<file path="src/rtl/hazard_stall_ctrl.sv">
// hazard_stall_ctrl: central stall/flush controller for the 5-stage pipeline.
// Handles load-use bubbles, taken-branch flushes and data-memory waits, plus a
// memory-wait timeout that parks the pipeline in a sticky error state.
// Optional build macro HAZARD_PERF_EN adds stall/flush/load-use event counters.
module hazard_stall_ctrl #(
    parameter int unsigned REG_ADDR_W  = 5,
    parameter int unsigned MEM_TIMEOUT = 16,
    parameter int unsigned CNT_W       = 32
) (
    input  logic                  i_clk,
    input  logic                  i_reset,
    input  logic [REG_ADDR_W-1:0] i_id_rs1,
    input  logic [REG_ADDR_W-1:0] i_id_rs2,
    input  logic                  i_id_uses_rs1,
    input  logic                  i_id_uses_rs2,
    input  logic                  i_ex_mem_read,
    input  logic [REG_ADDR_W-1:0] i_ex_rd,
    input  logic                  i_mem_branch_tk,
    input  logic                  i_mem_req,
    input  logic                  i_mem_ready,
    output logic                  o_pc_write,
    output logic                  o_ifid_write,
    output logic                  o_idex_write,
    output logic                  o_exmem_write,
    output logic                  o_memwb_write,
    output logic                  o_ifid_flush,
    output logic                  o_idex_flush,
    output logic                  o_exmem_flush,
    output logic                  o_mem_err
`ifdef HAZARD_PERF_EN
    ,
    output logic [CNT_W-1:0]      o_stall_cycles,
    output logic [CNT_W-1:0]      o_flush_events,
    output logic [CNT_W-1:0]      o_load_use_events
`endif
);

    typedef enum logic [1:0] {StRun, StMemWait, StErr} state_e;

    localparam logic [CNT_W-1:0] TimeoutCnt = CNT_W'(MEM_TIMEOUT);

    state_e             r_state;
    state_e             w_state_next;
    logic [CNT_W-1:0]   r_wait_cnt;
    logic [CNT_W-1:0]   w_wait_cnt_next;
    logic [CNT_W-1:0]   w_wait_cnt_inc;
    logic               w_load_use;
    logic               w_advance;

    // Load in EX feeding a source the ID instruction actually reads; x0 is never a hazard.
    assign w_load_use = i_ex_mem_read && (i_ex_rd != '0) &&
                        ((i_id_uses_rs1 && (i_ex_rd == i_id_rs1)) ||
                         (i_id_uses_rs2 && (i_ex_rd == i_id_rs2)));

    // Saturating increment so a disabled timeout can wait forever without wrapping.
    assign w_wait_cnt_inc = (r_wait_cnt == '1) ? r_wait_cnt : r_wait_cnt + CNT_W'(1);

    assign o_mem_err = (r_state == StErr);

    // State and wait counter registers.
    always_ff @(posedge i_clk) begin
        if (i_reset) begin
            r_state    <= StRun;
            r_wait_cnt <= '0;
        end else begin
            r_state    <= w_state_next;
            r_wait_cnt <= w_wait_cnt_next;
        end
    end

    // Next-state logic and Mealy stage enables/flushes.
    always_comb begin
        w_state_next    = r_state;
        w_wait_cnt_next = r_wait_cnt;
        w_advance       = 1'b0;
        o_pc_write      = 1'b0;
        o_ifid_write    = 1'b0;
        o_idex_write    = 1'b0;
        o_exmem_write   = 1'b0;
        o_memwb_write   = 1'b0;
        o_ifid_flush    = 1'b0;
        o_idex_flush    = 1'b0;
        o_exmem_flush   = 1'b0;

        if (i_reset) begin
            o_ifid_flush    = 1'b1;
            o_idex_flush    = 1'b1;
            o_exmem_flush   = 1'b1;
            w_state_next    = StRun;
            w_wait_cnt_next = '0;
        end else begin
            unique case (r_state)
                StRun: begin
                    if (i_mem_req && !i_mem_ready) begin
                        w_state_next    = StMemWait;
                        w_wait_cnt_next = CNT_W'(1);
                    end else begin
                        w_advance = 1'b1;
                    end
                end
                StMemWait: begin
                    if (i_mem_ready) begin
                        // Access completes: this cycle advances like a normal RUN cycle.
                        w_state_next    = StRun;
                        w_wait_cnt_next = '0;
                        w_advance       = 1'b1;
                    end else begin
                        w_wait_cnt_next = w_wait_cnt_inc;
                        if ((MEM_TIMEOUT != 0) && (w_wait_cnt_inc >= TimeoutCnt)) begin
                            w_state_next    = StErr;
                            w_wait_cnt_next = '0;
                        end
                    end
                end
                StErr: begin
                    w_state_next = StErr;
                end
                default: begin
                    w_state_next    = StRun;
                    w_wait_cnt_next = '0;
                end
            endcase

            if (w_advance) begin
                o_pc_write    = 1'b1;
                o_ifid_write  = 1'b1;
                o_idex_write  = 1'b1;
                o_exmem_write = 1'b1;
                o_memwb_write = 1'b1;
                if (i_mem_branch_tk) begin
                    // Branch resolved in MEM: kill the three younger instructions.
                    o_ifid_flush  = 1'b1;
                    o_idex_flush  = 1'b1;
                    o_exmem_flush = 1'b1;
                end else if (w_load_use) begin
                    // Hold PC/IFID one cycle and inject a single bubble into IDEX.
                    o_pc_write   = 1'b0;
                    o_ifid_write = 1'b0;
                    o_idex_flush = 1'b1;
                end
            end
        end
    end

`ifdef HAZARD_PERF_EN
    logic w_stall_evt;
    logic w_flush_evt;
    logic w_load_use_evt;

    assign w_stall_evt    = !i_reset && (r_state != StErr) && !o_pc_write;
    assign w_flush_evt    = !i_reset && w_advance && i_mem_branch_tk;
    assign w_load_use_evt = !i_reset && w_advance && !i_mem_branch_tk && w_load_use;

    // Free-running event counters, wrapping modulo 2^CNT_W.
    always_ff @(posedge i_clk) begin
        if (i_reset) begin
            o_stall_cycles    <= '0;
            o_flush_events    <= '0;
            o_load_use_events <= '0;
        end else begin
            if (w_stall_evt)    o_stall_cycles    <= o_stall_cycles + CNT_W'(1);
            if (w_flush_evt)    o_flush_events    <= o_flush_events + CNT_W'(1);
            if (w_load_use_evt) o_load_use_events <= o_load_use_events + CNT_W'(1);
        end
    end
`endif

endmodule

</file>
<file path="config.mk">
export PLATFORM = sky130hd
export DESIGN_NAME = hazard_stall_ctrl
export DESIGN_NICKNAME = d
export VERILOG_FILES = /design/src/rtl/hazard_stall_ctrl.sv
export SDC_FILE = /design/constraint.sdc
export NUM_CORES = 1
export LEC_CHECK = 0
export BUFFER_PORTS_ARGS = -buffer_cell sky130_fd_sc_hd__buf_2
export CAP_MARGIN = 10
export CORE_MARGIN = 4
export CORE_UTILIZATION = 56
export CTS_BUF_LIST = sky130_fd_sc_hd__clkbuf_8 sky130_fd_sc_hd__clkbuf_16
export CTS_CLUSTER_DIAMETER = 30
export DETAILED_ROUTE_END_ITERATION = 10
export PLACE_DENSITY = 0.79
export SYNTH_ARGS = -nofsm -noshare
export SYNTH_HDL_FRONTEND = slang
export SYNTH_SLANG_ARGS = --single-unit
</file>
<file path="constraint.sdc">
create_clock -name i_clk -period 2.8 [get_ports i_clk]
set_input_delay 0.14 -clock i_clk [delete_from_list [all_inputs] [get_ports i_clk]]
set_output_delay 0.14 -clock i_clk [all_outputs]
set_load 0.01 [all_outputs]
</file>
==> impl_metrics.toml, run 1 <==
[cts]
clk_transition_reported_paths_ps = 70
cts_max_path_buffers = 2
post_cts_hold_buffer_count = 0
clk-insertion-delay-late_ps = 290
cts.root.buffer_cell = "sky130_fd_sc_hd__clkbuf_8"
htree_num_levels = 2
total_cts_buffers = 5
cts.sink_count = 34
tritoncts = "done"

[drt]
drt_pass1_iterations = 4
totalWireLength_um = 5110
vias_per_cell = 5.99
drcViolationCount = 0
vias = 1989
postRouteAntennaNets = 0
route.detailed.wl_per_inst_um = 15.4
drtIter0Drc = 166

[final_layout]
nFillCells = 287
area_growth_syn_to_layout_pct = 16.0
seq_area_sq_um = 683
multi_input_comb_area_sq_um = 1360
layout.nets = 309
layout-drive-gt1-share = 0.238
final-instance-count-excl-fill = 332
n_antenna_cell = 0
post_route_standard_cell_area_excluding_fillers_sq_um = 2430

[critical_path]
rr_endpoint = "r_wait_cnt[1]$_SDFFE_PP0P_"
crit_path_top_delay_cell = "sky130_fd_sc_hd__or3_4"
worst_r2r_startpoint = "r_wait_cnt[0]$_SDFFE_PP0P_"
cp-end-kind = "flop"
cell_family_with_the_largest_share_of_critical_path_delay = "simple AND/OR/NAND/NOR gates"
timing.critical_path.from_type = "flop"
timing.critical_path.slowest_cell_delay_ps = 450
worst-path-max-fanout = 7
setup.worst_path.start = "r_wait_cnt[0]$_SDFFE_PP0P_"
worstRegToRegCells = 9
crit_path_cell_trace = "ha_2 > nand4_1 > or3_4 > nor3_4 > nand3_1 > a221oi_2 > and4b_2 > nand4_1 > a21oi_1"
crit_required_ps = 3010
timing.critical_path.mode_cell = "sky130_fd_sc_hd__nand4_1"
critical_path.n_buffers_inverters = 0
worstPathArrival_ps = 2870
worst-r2r-setup-slack_ps = 150
worst-setup-path-type = "reg2reg"

[yosys]
yosysWarningCount = 0
synth_edf_count = 0
postSynthNetCount = 274
fraction_of_synthesized_area_in_multiplexers = 0.0292
synthesized_area_fraction_occupied_by_xor_and_xnor_cells = 0.0835
seq_area_frac_synth = 0.325
synth-seq-cells = 34
synth_area_leaders = "sky130_fd_sc_hd__dfxtp_1 32%, sky130_fd_sc_hd__and2_1 8.9%, sky130_fd_sc_hd__xor2_1 4.6%, sky130_fd_sc_hd__nand4_1 4.2%, sky130_fd_sc_hd__xnor2_1 3.8%"
synth.cells.most_frequent = "34 x sky130_fd_sc_hd__dfxtp_1, 30 x sky130_fd_sc_hd__and2_1, 17 x sky130_fd_sc_hd__nand2_1"
synth.top_cell.area_share = 0.325
dominantRegCellSynth = "sky130_fd_sc_hd__dfxtp_1"
postSynth.asyncResetShare = 0
synth.largest_area_cell = "sky130_fd_sc_hd__dfxtp_1"
synth.most_common_cell = "sky130_fd_sc_hd__dfxtp_1"
synth_compound_gate_area_share = 0.120
synth_simple_gate_area_share = 0.397
syn-cell-area_sq_um = 2100
syn-mean-instance-area_sq_um = 8.39
synth_cell_types = 48
synth_top_family_by_area = "simple AND/OR/NAND/NOR gates"
synth_adder_area_share = 0.00597
syn-instance-count = 250

[grt]
globalRoute.totalOverflow = 0
grt_start_max_net_pins = 29
first_global_vias = 1777
grt_antenna_before_repair = 0
gr-usage-all-layers = 0.214
global_route_wire_length_before_repair_um = 8540

[placed_design]
gpl.final_weighted_congestion = 0.940
buffer_ports.inserted = 31
placed_cells = 323
dp.final_hpwl_um = 3730
dpl_cell_area_sq_um = 2310

[worst_hold_path]
hold-path-endpoint = "r_state[0]$_SDFFE_PP0P_"
min-delay-start = "i_reset"
min_path_type = "in2reg"
min_delay_path_depth = 2

[timing]
finClkSkew_ps = 6.45
maxSlewViolCount = 0
worst_slew_pin_slew_ps = 553
max_freq_mhz = 377
finalSetupViolCount = 0
period_share = 0.948
max-slew-margin-rel = 0.632
final.min_clock_period_ps = 2650
timing.final.hold_violations = 0

[floorplanning]
rows = 21
start_util = 0.605
core_region_area_sq_um = 3470
floorplan.die_area_sq_um = 4790
die-width_um = 69.2
floorplan.die.height_um = 69.2
top_ports = 32

[pwr]
ir_drop_uv = 326
power_density_nw_per_um2 = 395
total_leakage_power_nw = 0.985

[outcome]
status = "complete, no violations"

[run]
drv_cap = 0
cells in the final DEF (no fill, tap or decap), drive strengths merged, types with 3 or more instances in the layout:
cell	instances
and4	5
or2	5
xnor2	9
inv	3
xor2	11
o21bai	3
nor3	11
a21oi	7
and2	30
buf	42
mux2i	5
clkbuf	6
o211ai	3
nand3	17
nor2	15
a211oi	3
nand4	16
nand2	17
o21ai	4
or3	3
dfxtp	34
nor2b	3
a31oi	4
and3	5
a211o	3
nor4	8
report_power, final:
part | switching, W | total, W | internal (W)
combinational | 0.0000556 | 0.0000976 | 0.0000421
clock | 0.000172 | 0.000366 | 0.000194
sequential | 0.00000847 | 0.000498 | 0.000490
total | 0.000236 | 0.000962 | 0.000727
state kept, by name, indices dropped and copies added (netlist names):
| name | flops |
|---|---|
| r_wait_cnt | 32 |
| r_state | 2 |
layout make-up:
type,instances,share of cell area
inverters,2,0.00308
multi-input cells,200,0.557
repair buffers,42,0.0977
clock inverters,2,0.00360
well taps,46,0.0237
flip-flops and latches,34,0.281
clock buffers,6,0.0339
routing by layer:
metal	vias up	track usage	routed length, um
met2	105	0.332	2270
met5	-	0	0
li1	980	-	-
met1	877	0.286	2220
met3	27	0.0522	378
met4	0	0.0803	230
metrics by stage:
stage | TNS (ps) | setup WS (ps) | total power [W] | utilization | hold WS (ps)
6_report | 0 | 146 | 0.000962 | 0.702 | 139
5_1_grt | -30.6 | -15.0 | 0.00101 | 0.702 | 161
4_1_cts | 0 | 60.2 | 0.000967 | 0.692 | 120
3_5_place_dp | 0 | 97.0 | 0.000605 | 0.666 | 430
3_3_place_gp | 0 | 193 | 0.000604 | 0.666 | 424
2_1_floorplan | 0 | 403 | 0.000570 | - | 410
kinds of logic after synthesis:
group	count (synthesis)
muxes	6
DFF	34
buffers and inverters	16
AOI/OAI and AO/OA	35
and+or+nand+nor	138
xor gates and xnor gates	20
adders and majority gates	1
what timing repair did:
item                                    4_1_cts  5_1_grt
buffers inserted                              0        1
endpoints found under the setup margin        0        6
resized for setup                             0        7
worst max-delay path by stage:
stage	endpoint	slack, ps	cells past startpoint
final	r_wait_cnt[1]$_SDFFE_PP0P_	150	9
after global routing	r_wait_cnt[0]$_SDFFE_PP0P_	-20	8
after CTS	r_wait_cnt[2]$_SDFFE_PP0P_	60	9
after detailed placement	r_wait_cnt[2]$_SDFFE_PP0P_	100	9
after global placement	r_wait_cnt[3]$_SDFFE_PP0P_	190	9
after floorplan	r_wait_cnt[2]$_SDFFE_PP0P_	400	10
No activity file was read; power rests on OpenSTA's default activity.
==> inputs of run 2 (changes only) <==
- CAP_MARGIN: 10 -> 20
- PLACE_DENSITY: 0.79 -> 0.76
==> impl_metrics.toml, run 2 (synthesis results as in run 1) <==
[final_layout]
largest_register = "r_wait_cnt"
seq_area_sq_um = 684
n_antenna_cell = 0
multi_input_comb_area_sq_um = 1350
nFillCells = 293
top_regs = "r_wait_cnt (32), r_state (2)"
largest_register_ff_count = 32
area_growth_syn_to_layout_pct = 15.3
layout-drive-gt1-share = 0.235
most-common-layout-cells = "31 x sky130_fd_sc_hd__buf_2, 31 x sky130_fd_sc_hd__dfxtp_1, 30 x sky130_fd_sc_hd__and2_1, 17 x sky130_fd_sc_hd__nand2_1, 15 x sky130_fd_sc_hd__nand3_1"
final-instance-count-excl-fill = 331
layout.nets = 308

[timing]
fin_tns_setup_ps = 0
max-slew-margin-rel = 0.614
timing.final.hold_violations = 0
grt_setup_unrepaired = "false"
maxSlewViolCount = 0
finClkSkew_ps = 8.61
max_freq_mhz = 375
finalSetupViolCount = 0
worst_slew_pin_slew_ps = 579
worst_hold_slack_after_final_layout_ps = 129
final.min_clock_period_ps = 2670
period_share = 0.953

[worst_hold_path]
min-delay-start = "i_reset"
hold-path-endpoint = "r_state[0]$_SDFFE_PP0P_"
min_delay_path_depth = 2
min_path_type = "in2reg"

[critical_path]
crit_path_cell_trace = "ha_2 > nand4_1 > or3_1 > nor3_2 > nand3_1 > a221oi_2 > and4b_2 > nand3_1 > a31oi_1"
worstRegToRegCells = 9
crit_path_top_delay_cell = "sky130_fd_sc_hd__or3_1"
worst-setup-path-type = "reg2reg"
crit_required_ps = 3010
critical_path.n_buffers_inverters = 0
setup.worst_path.start = "r_wait_cnt[0]$_SDFFE_PP0P_"
timing.critical_path.slowest_cell_delay_ps = 410
worstPathArrival_ps = 2880
cell_family_with_the_largest_share_of_critical_path_delay = "simple AND/OR/NAND/NOR gates"
timing.critical_path.mode_cell = "sky130_fd_sc_hd__nand3_1"
worst_r2r_startpoint = "r_wait_cnt[0]$_SDFFE_PP0P_"
worst-r2r-setup-slack_ps = 130
cp-end-kind = "flop"
worst-path-max-fanout = 7
timing.critical_path.from_type = "flop"
rr_endpoint = "r_wait_cnt[0]$_SDFFE_PP0P_"

[drt]
routed.top_layer = "met4"
routed_met3_length_um = 358
drtIter0Drc = 182
route.detailed.wl_per_inst_um = 15.4
totalWireLength_um = 5080
vias_per_cell = 5.96
vias = 1972
drt_pass1_iterations = 6
detailroute.wirelength.met2_um = 2300
drcViolationCount = 0
wl_met1_um = 2270
postRouteAntennaNets = 0

[cts]
post_cts_hold_buffer_count = 0
cts.root.buffer_cell = "sky130_fd_sc_hd__clkbuf_8"
htree_num_levels = 2
cts_max_path_buffers = 2
tritoncts = "done"
clk-insertion-delay-late_ps = 290
total_cts_buffers = 5
cts.sink_count = 34
clk_transition_reported_paths_ps = 70

[floorplanning]
floorplan.die.height_um = 69.2
start_util = 0.605
top_ports = 32
die-width_um = 69.2
floorplan.die_area_sq_um = 4790
rows = 21
core_region_area_sq_um = 3470

[run]
drv_cap = 0

[placed_design]
buffer_ports.inserted = 31
gpl.final_weighted_congestion = 1.01
placed_cells = 322
dp.final_hpwl_um = 3790

[outcome]
status = "complete, no violations"

[grt]
grt_start_max_net_pins = 29
grt_antenna_before_repair = 0
gr-usage-all-layers = 0.218
first_global_vias = 1859
global_route_wire_length_before_repair_um = 8650
globalRoute.totalOverflow = 0

[pwr]
power_density_nw_per_um2 = 399
ir_drop_uv = 321
total_leakage_power_nw = 0.978
run 2: cell type report:
| type | instances | share of cell area |
|---|---|---|
| Multi-Input combinational cell | 200 | 0.557 |
| Sequential cell | 34 | 0.283 |
| Timing Repair Buffer | 41 | 0.0952 |
| Clock buffer | 6 | 0.0342 |
| Tap cell | 46 | 0.0238 |
| Clock inverter | 2 | 0.00362 |
| Inverter | 2 | 0.00311 |
run 2: worst max path at each step:
stage	cells past startpoint	slack (ps)	endpoint
3_5_place_dp	9	120	r_wait_cnt[3]$_SDFFE_PP0P_
3_3_place_gp	9	220	r_wait_cnt[3]$_SDFFE_PP0P_
2_1_floorplan	10	400	r_wait_cnt[2]$_SDFFE_PP0P_
5_1_grt	9	30	r_wait_cnt[0]$_SDFFE_PP0P_
4_1_cts	9	9	r_wait_cnt[0]$_SDFFE_PP0P_
6_report	9	130	r_wait_cnt[0]$_SDFFE_PP0P_
run 2: what timing repair did:
| item | 4_1_cts | 5_1_grt |
|---|---|---|
| setup endpoints to repair | 0 | 6 |
| resized for setup | 0 | 7 |
| setup buffers | 0 | 1 |
run 2: layer usage:
metal  GRT usage  vias to the layer above
met5           0                        -
met4       0.108                        0
met3      0.0725                       17
met2       0.328                       80
met1       0.278                      902
li1            -                      973
run 2: power by group:
part	switching (W)	internal (W)	leakage, nW
registers	0.00000834	0.000490	0.276
logic	0.0000572	0.0000422	0.650
clock network	0.000172	0.000194	0.0524
total	0.000237	0.000727	0.978
run 2: per-stage QoR:
stage | util | worst slack [ps] | area (sq um) | total power, W
after floorplan | - | 403 | 2100 | 0.000570
after global placement | 0.663 | 223 | 2300 | 0.000604
after detailed placement | 0.663 | 119 | 2300 | 0.000606
after CTS | 0.690 | 9.10 | 2390 | 0.000968
after global routing | 0.697 | 28.1 | 2420 | 0.00101
final | 0.697 | 131 | 2420 | 0.000964
run 2: worst reg2reg max path, delay by kind of cell, from the launching register on:
kind | cells | cell delay (ps)
AO/OA/AOI/OAI | 2 | 510
AND/OR/NAND/NOR | 6 | 1460
flip-flops | 1 | 380
adder cells (fa/ha/maj) | 1 | 230
